===== src/rtl/line_raster_engine.sv =====
// Bresenham line rasteriser: accepts one line op, streams one (x,y,colour) beat per
// visible pixel with per-pixel dash pattern and viewport clipping, then pulses done.
module line_raster_engine #(
  parameter int unsigned XW   = 10,
  parameter int unsigned YW   = 10,
  parameter int unsigned CW   = 12,
  parameter int unsigned XMAX = 639,
  parameter int unsigned YMAX = 479,
  parameter int unsigned PATW = 16
) (
  input  logic            clk,
  input  logic            rst_,
  input  logic [XW-1:0]   in_x1,
  input  logic [YW-1:0]   in_y1,
  input  logic [XW-1:0]   in_x2,
  input  logic [YW-1:0]   in_y2,
  input  logic [CW-1:0]   in_color,
  input  logic [PATW-1:0] in_pattern,
  input  logic            in_clip,
  input  logic            in_rts,
  output logic            in_rtr,
  output logic [XW-1:0]   out_x,
  output logic [YW-1:0]   out_y,
  output logic [CW-1:0]   out_color,
  output logic            out_rts,
  input  logic            out_rtr,
  output logic            busy,
  output logic            done
);

  localparam int unsigned MW = (XW > YW) ? XW : YW;
  localparam int unsigned EW = MW + 2;
  localparam int unsigned IW = (PATW > 1) ? $clog2(PATW) : 1;
  localparam logic [XW-1:0] XLIM = XW'(XMAX);
  localparam logic [YW-1:0] YLIM = YW'(YMAX);
  localparam logic [IW-1:0] IDX_LAST = IW'(PATW - 1);

  typedef enum logic [1:0] {S_IDLE, S_SETUP, S_STEP, S_DONE} state_e;

  state_e               state_q, state_d;
  logic [XW-1:0]        x2_q, x2_d, cx_q, cx_d, dx_q, dx_d;
  logic [YW-1:0]        y2_q, y2_d, cy_q, cy_d, dy_q, dy_d;
  logic [CW-1:0]        color_q, color_d;
  logic [PATW-1:0]      pattern_q, pattern_d;
  logic                 clip_q, clip_d;
  logic                 sxn_q, sxn_d, syn_q, syn_d;
  logic signed [EW-1:0] err_q, err_d;
  logic [IW-1:0]        idx_q, idx_d;

  logic [XW-1:0]        dx_new;
  logic [YW-1:0]        dy_new;
  logic                 vis;
  logic                 at_end;
  logic signed [EW:0]   dx_w, dy_w, e2, err_w, sub_w, add_w;
  logic                 step_x, step_y;

  // Setup-time deltas, measured from the start point held in cx/cy
  assign dx_new = (x2_q >= cx_q) ? (x2_q - cx_q) : (cx_q - x2_q);
  assign dy_new = (y2_q >= cy_q) ? (y2_q - cy_q) : (cy_q - y2_q);

  assign vis    = pattern_q[idx_q] && (!clip_q || ((cx_q <= XLIM) && (cy_q <= YLIM)));
  assign at_end = (cx_q == x2_q) && (cy_q == y2_q);

  // Error-term decision uses one extra bit so 2*err never overflows
  assign dx_w   = signed'((EW+1)'(dx_q));
  assign dy_w   = signed'((EW+1)'(dy_q));
  assign e2     = signed'({err_q, 1'b0});
  assign step_x = e2 > -dy_w;
  assign step_y = e2 < dx_w;
  assign sub_w  = step_x ? dy_w : '0;
  assign add_w  = step_y ? dx_w : '0;
  assign err_w  = {err_q[EW-1], err_q} - sub_w + add_w;

  always_comb begin
    state_d   = state_q;
    x2_d      = x2_q;
    y2_d      = y2_q;
    cx_d      = cx_q;
    cy_d      = cy_q;
    dx_d      = dx_q;
    dy_d      = dy_q;
    color_d   = color_q;
    pattern_d = pattern_q;
    clip_d    = clip_q;
    sxn_d     = sxn_q;
    syn_d     = syn_q;
    err_d     = err_q;
    idx_d     = idx_q;
    case (state_q)
      S_IDLE: begin
        if (in_rts) begin
          cx_d      = in_x1;
          cy_d      = in_y1;
          x2_d      = in_x2;
          y2_d      = in_y2;
          color_d   = in_color;
          pattern_d = in_pattern;
          clip_d    = in_clip;
          state_d   = S_SETUP;
        end
      end
      S_SETUP: begin
        dx_d    = dx_new;
        dy_d    = dy_new;
        sxn_d   = x2_q < cx_q;
        syn_d   = y2_q < cy_q;
        err_d   = signed'(EW'(dx_new)) - signed'(EW'(dy_new));
        idx_d   = '0;
        state_d = S_STEP;
      end
      S_STEP: begin
        // Invisible pixels retire unconditionally; visible ones wait for the sink
        if (!vis || out_rtr) begin
          if (at_end) begin
            state_d = S_DONE;
          end else begin
            err_d = err_w[EW-1:0];
            if (step_x) cx_d = sxn_q ? (cx_q - XW'(1)) : (cx_q + XW'(1));
            if (step_y) cy_d = syn_q ? (cy_q - YW'(1)) : (cy_q + YW'(1));
            idx_d = (idx_q == IDX_LAST) ? '0 : (idx_q + IW'(1));
          end
        end
      end
      S_DONE: begin
        state_d = S_IDLE;
      end
      default: begin
        state_d = S_IDLE;
      end
    endcase
  end

  always_ff @(posedge clk) begin
    if (!rst_) begin
      state_q   <= S_IDLE;
      x2_q      <= '0;
      y2_q      <= '0;
      cx_q      <= '0;
      cy_q      <= '0;
      dx_q      <= '0;
      dy_q      <= '0;
      color_q   <= '0;
      pattern_q <= '0;
      clip_q    <= 1'b0;
      sxn_q     <= 1'b0;
      syn_q     <= 1'b0;
      err_q     <= '0;
      idx_q     <= '0;
    end else begin
      state_q   <= state_d;
      x2_q      <= x2_d;
      y2_q      <= y2_d;
      cx_q      <= cx_d;
      cy_q      <= cy_d;
      dx_q      <= dx_d;
      dy_q      <= dy_d;
      color_q   <= color_d;
      pattern_q <= pattern_d;
      clip_q    <= clip_d;
      sxn_q     <= sxn_d;
      syn_q     <= syn_d;
      err_q     <= err_d;
      idx_q     <= idx_d;
    end
  end

  assign in_rtr    = (state_q == S_IDLE) && rst_;
  assign out_rts   = (state_q == S_STEP) && vis;
  assign out_x     = cx_q;
  assign out_y     = cy_q;
  assign out_color = color_q;
  assign busy      = state_q != S_IDLE;
  assign done      = state_q == S_DONE;

endmodule

===== config.mk =====
export PLATFORM = sky130hd
export DESIGN_NAME = line_raster_engine
export DESIGN_NICKNAME = d
export VERILOG_FILES = /design/src/rtl/line_raster_engine.sv
export SDC_FILE = /design/constraint.sdc
export NUM_CORES = 1
export LEC_CHECK = 0
export BUFFER_PORTS_ARGS = -buffer_cell sky130_fd_sc_hd__buf_2
export CORE_MARGIN = 1
export CORE_UTILIZATION = 55
export DETAILED_ROUTE_END_ITERATION = 6
export PLACE_DENSITY = 0.75
export SLEW_MARGIN = 0
export SYNTH_ARGS = -nofsm -noshare
export SYNTH_HDL_FRONTEND = slang
export SYNTH_SLANG_ARGS = --single-unit
export TNS_END_PERCENT = 50

===== constraint.sdc =====
create_clock -name clk -period 9.5 [get_ports clk]
set_clock_uncertainty 0.1 [all_clocks]
set_input_delay 0.95 -clock clk [delete_from_list [all_inputs] [get_ports clk]]
set_output_delay 0.95 -clock clk [all_outputs]
set_load 0.02 [all_outputs]

==> run metrics <==
die height between 100 and 150 µm; number of synthesized flops with an enable pin 0; multi-input logic area approximately 5900 µm²; initial antenna violation count 0; Post-Syn Area 8790 µm²; setup TNS 0 ns; Crit path buffers/inverters 1; final net count around 1,400; Final period util 0.550; initial core utilization 0.570; Area after DPL around 9400 µm²; run status completed; post-cts resize count 0; total CTS buffers 9; Setup Buffers After CTS 0; register area between 2000 and 2500 µm²; yosys warns 0; H-tree Lvls 3; Critical path destination err_q[8]$_SDFFE_PN0P_; Vias between 7,000 and 8,000; CP cell instances nor4_1 -> nand2_1 -> o41ai_1 -> o21ai_0 -> ha_1 -> nand4_1 -> nor2_1 -> a221oi_1 -> o21ai_0 -> and3_1 -> and2_1 -> fa_1 -> inv_1 -> fa_1 -> a21oi_1 -> o21ai_0 -> a21oi_1 -> o21bai_1 -> a21oi_1 -> xnor2_1 -> mux2i_1 -> a211oi_1; WP data required 9.67 ns; delay-heaviest family, CP compound AO/OA/AOI/OAI gates; Worst Hold Class reg -> reg; slowest cell delay on critical path ~0.50 ns; Yosys reg bits about 110; slew at the pin closest to its max-slew limit between 1 and 1.5 ns; maximum buffer depth of the clock tree 2; overall die width approximately 130 µm; crit path kind reg -> reg; final antenna-violating net count 0; Worst setup EP type flop; setup violators final 0; sequential element share of the synthesized area 0.248; min Tclk post-route 5.22 ns; vias in the first global route around 7,200; RSZ-0062 raised after global routing no; DRT Pass-1 Iters 5; startpoint types flop; global-route wire length before repair about 36 mm; syn nets 1,318; dpl ws around 4.4 ns; number of remaining DRC errors 0; Hold Vio Cnt, Final 0; drt total wl between 20 and 25 mm; filler cell count about 1,500; Reg-to-Reg End err_q[8]$_SDFFE_PN0P_; I/O Pins ~110; WP depth 22; Remaining Overflow, GRT 0; total track usage 0.278; n_diodes 0; fin area around 9700 µm²; Syn Inst Count ~1,100; Clock transition at path regs 0.08 ns; Sink Count 109; r2r startpoint dy_q[2]$_SDFFE_PN0N_; Hold Buf Count CTS 0; largest net degree at the start of global routing 94; Post-Syn Area per Cell 7.83 µm²; Critical Path Fanout Max 11; post-layout util 0.626; final max-slew violation count 0; Worst Setup SP dy_q[2]$_SDFFE_PN0N_; post-detailed-route wirelength per cell 15.6 µm; die area 16,500 µm²; Root Buffer clkbuf_16; worst reg2reg path depth 22; IO buf count 108; Slew HR 0.296; top_reg_cell synth dfxtp_1; Max-cap violations 0; initial DRC count approximately 600; worst-skew pair later-pin latency between 0.3 and 0.4 ns; Core Area around 15,000 µm²; routed vias/inst 5.60; layout cells sized above 1 0.124; Cell Rows 45; final worst slack between 4 and 5 ns; Synth cell types 71; ys async rst share 0; FMAX ~190 MHz; CTS tree yes; area growth from synthesis to layout 9.89%; Critical Path AT 5.39 ns; slowest CP cell fa_1; post-DP HPWL roughly 16 mm; Worst R2R Setup Slack around 4.3 ns; global placement routability congestion 0.920
==> cell type report <==
cell class                 count  share of cell area
timing repair buffer         113              0.0598
clock buffer                  10              0.0237
multi-input combinational    848               0.613
sequential                   109               0.226
clock inverter                 6             0.00609
tap                          211              0.0273
inverter                     113              0.0439
==> kinds of logic after synthesis <==
kind of cell | synth area share
compound gates | 0.207
xor+xnor | 0.0508
fa+ha+maj | 0.188
buf+inv | 0.0783
flops | 0.248
mux | 0.0487
simple gates | 0.179
==> synthesized netlist by cell type, types with 3 or more instances <==
cell / count / area, µm²
a211o_1: 3 / 26.3
a211oi_1: 26 / 195
a21boi_0: 4 / 30.0
a21o_1: 20 / 150
a21oi_1: 115 / 576
a311oi_1: 4 / 35.0
a31oi_1: 8 / 50.1
and2_1: 11 / 68.8
and3_1: 6 / 37.5
buf_1: 3 / 11.3
buf_2: 3 / 15.0
buf_4: 3 / 22.5
buf_6: 3 / 33.8
clkbuf_1: 39 / 146
dfxtp_1: 109 / 2180
fa_1: 17 / 340
ha_1: 105 / 1310
inv_1: 112 / 420
mux2i_1: 30 / 300
mux4_1: 4 / 105
nand2_1: 155 / 582
nand2b_1: 7 / 43.8
nand3_1: 28 / 140
nand3b_1: 4 / 30.0
nand4_1: 9 / 56.3
nor2_1: 89 / 334
nor2b_1: 10 / 62.6
nor3_1: 19 / 95.1
o211a_1: 3 / 30.0
o211ai_1: 9 / 67.6
o21a_1: 8 / 60.1
o21ai_0: 49 / 245
o21bai_1: 8 / 60.1
o41ai_1: 3 / 26.3
or3_1: 3 / 18.8
xnor2_1: 33 / 289
xor2_1: 18 / 158
==> layer usage <==
layer	routed length (µm)	share of wire	GRT usage
met1	10300	0.47	0.384
met2	10200	0.46	0.445
met3	1030	0.047	0.0478
met4	495	0.022	0.0810
met5	0	0	0
==> layout by cell type, fill, tap and decap left out, types with 18 or more instances in the layout <==
master and count:
nand3_1 28, nand2_1 155, xnor2_1 33, buf_2 108
a21oi_1 115, o21ai_0 49, ha_1 104, mux2i_1 30
dfxtp_1 109, a21o_1 20, nor2_1 89, inv_1 111
a211oi_1 26, nor3_1 19, xor2_1 18
==> state kept, by name (all words and copies together), names as in the netlist, 10 cells and up <==
register / count
dy_q: 10
y2_q: 10
dx_q: 10
x2_q: 10
out_color: 12
err_q: 12
out_x: 10
out_y: 10
pattern_q: 16
==> worst min-delay path by stage <==
stage	start	to	slack [ns]	cells after the start
after global placement	pattern_q[6]$_SDFFE_PN0P_	pattern_q[6]$_SDFFE_PN0P_	0.34	2
after global routing	out_color[11]$_SDFFE_PN0P_	out_color[11]$_SDFFE_PN0P_	0.37	2
final	pattern_q[0]$_SDFFE_PN0P_	pattern_q[0]$_SDFFE_PN0P_	0.35	2
after CTS	out_color[2]$_SDFFE_PN0P_	out_color[2]$_SDFFE_PN0P_	0.35	2
after floorplan	pattern_q[4]$_SDFFE_PN0P_	pattern_q[4]$_SDFFE_PN0P_	0.33	2
after detailed placement	out_color[2]$_SDFFE_PN0P_	out_color[2]$_SDFFE_PN0P_	0.34	2
==> per-stage QoR <==
step / cells / hold slack [ns]
final: 1410 / 0.353
after global routing: 1410 / 0.370
after CTS: 1410 / 0.355
after detailed placement: 1394 / 0.345
after global placement: 1394 / 0.338
after floorplan: 1123 / 0.332
==> worst reg2reg max path, cell delays in order, from the launching register on <==
cell	delay, ns
dfxtp_1	0.37
nor4_1	0.35
nand2_1	0.16
o41ai_1	0.24
o21ai_0	0.15
ha_1	0.29
nand4_1	0.11
nor2_1	0.07
a221oi_1	0.26
o21ai_0	0.16
and3_1	0.29
and2_1	0.23
fa_1	0.50
inv_1	0.07
fa_1	0.45
a21oi_1	0.20
o21ai_0	0.10
a21oi_1	0.22
o21bai_1	0.12
a21oi_1	0.18
xnor2_1	0.16
mux2i_1	0.10
a211oi_1	0.24
Power is left out: the tool's default activity adds up to more than one toggle a clock period on the data nets, which glitch-free logic cannot reach.
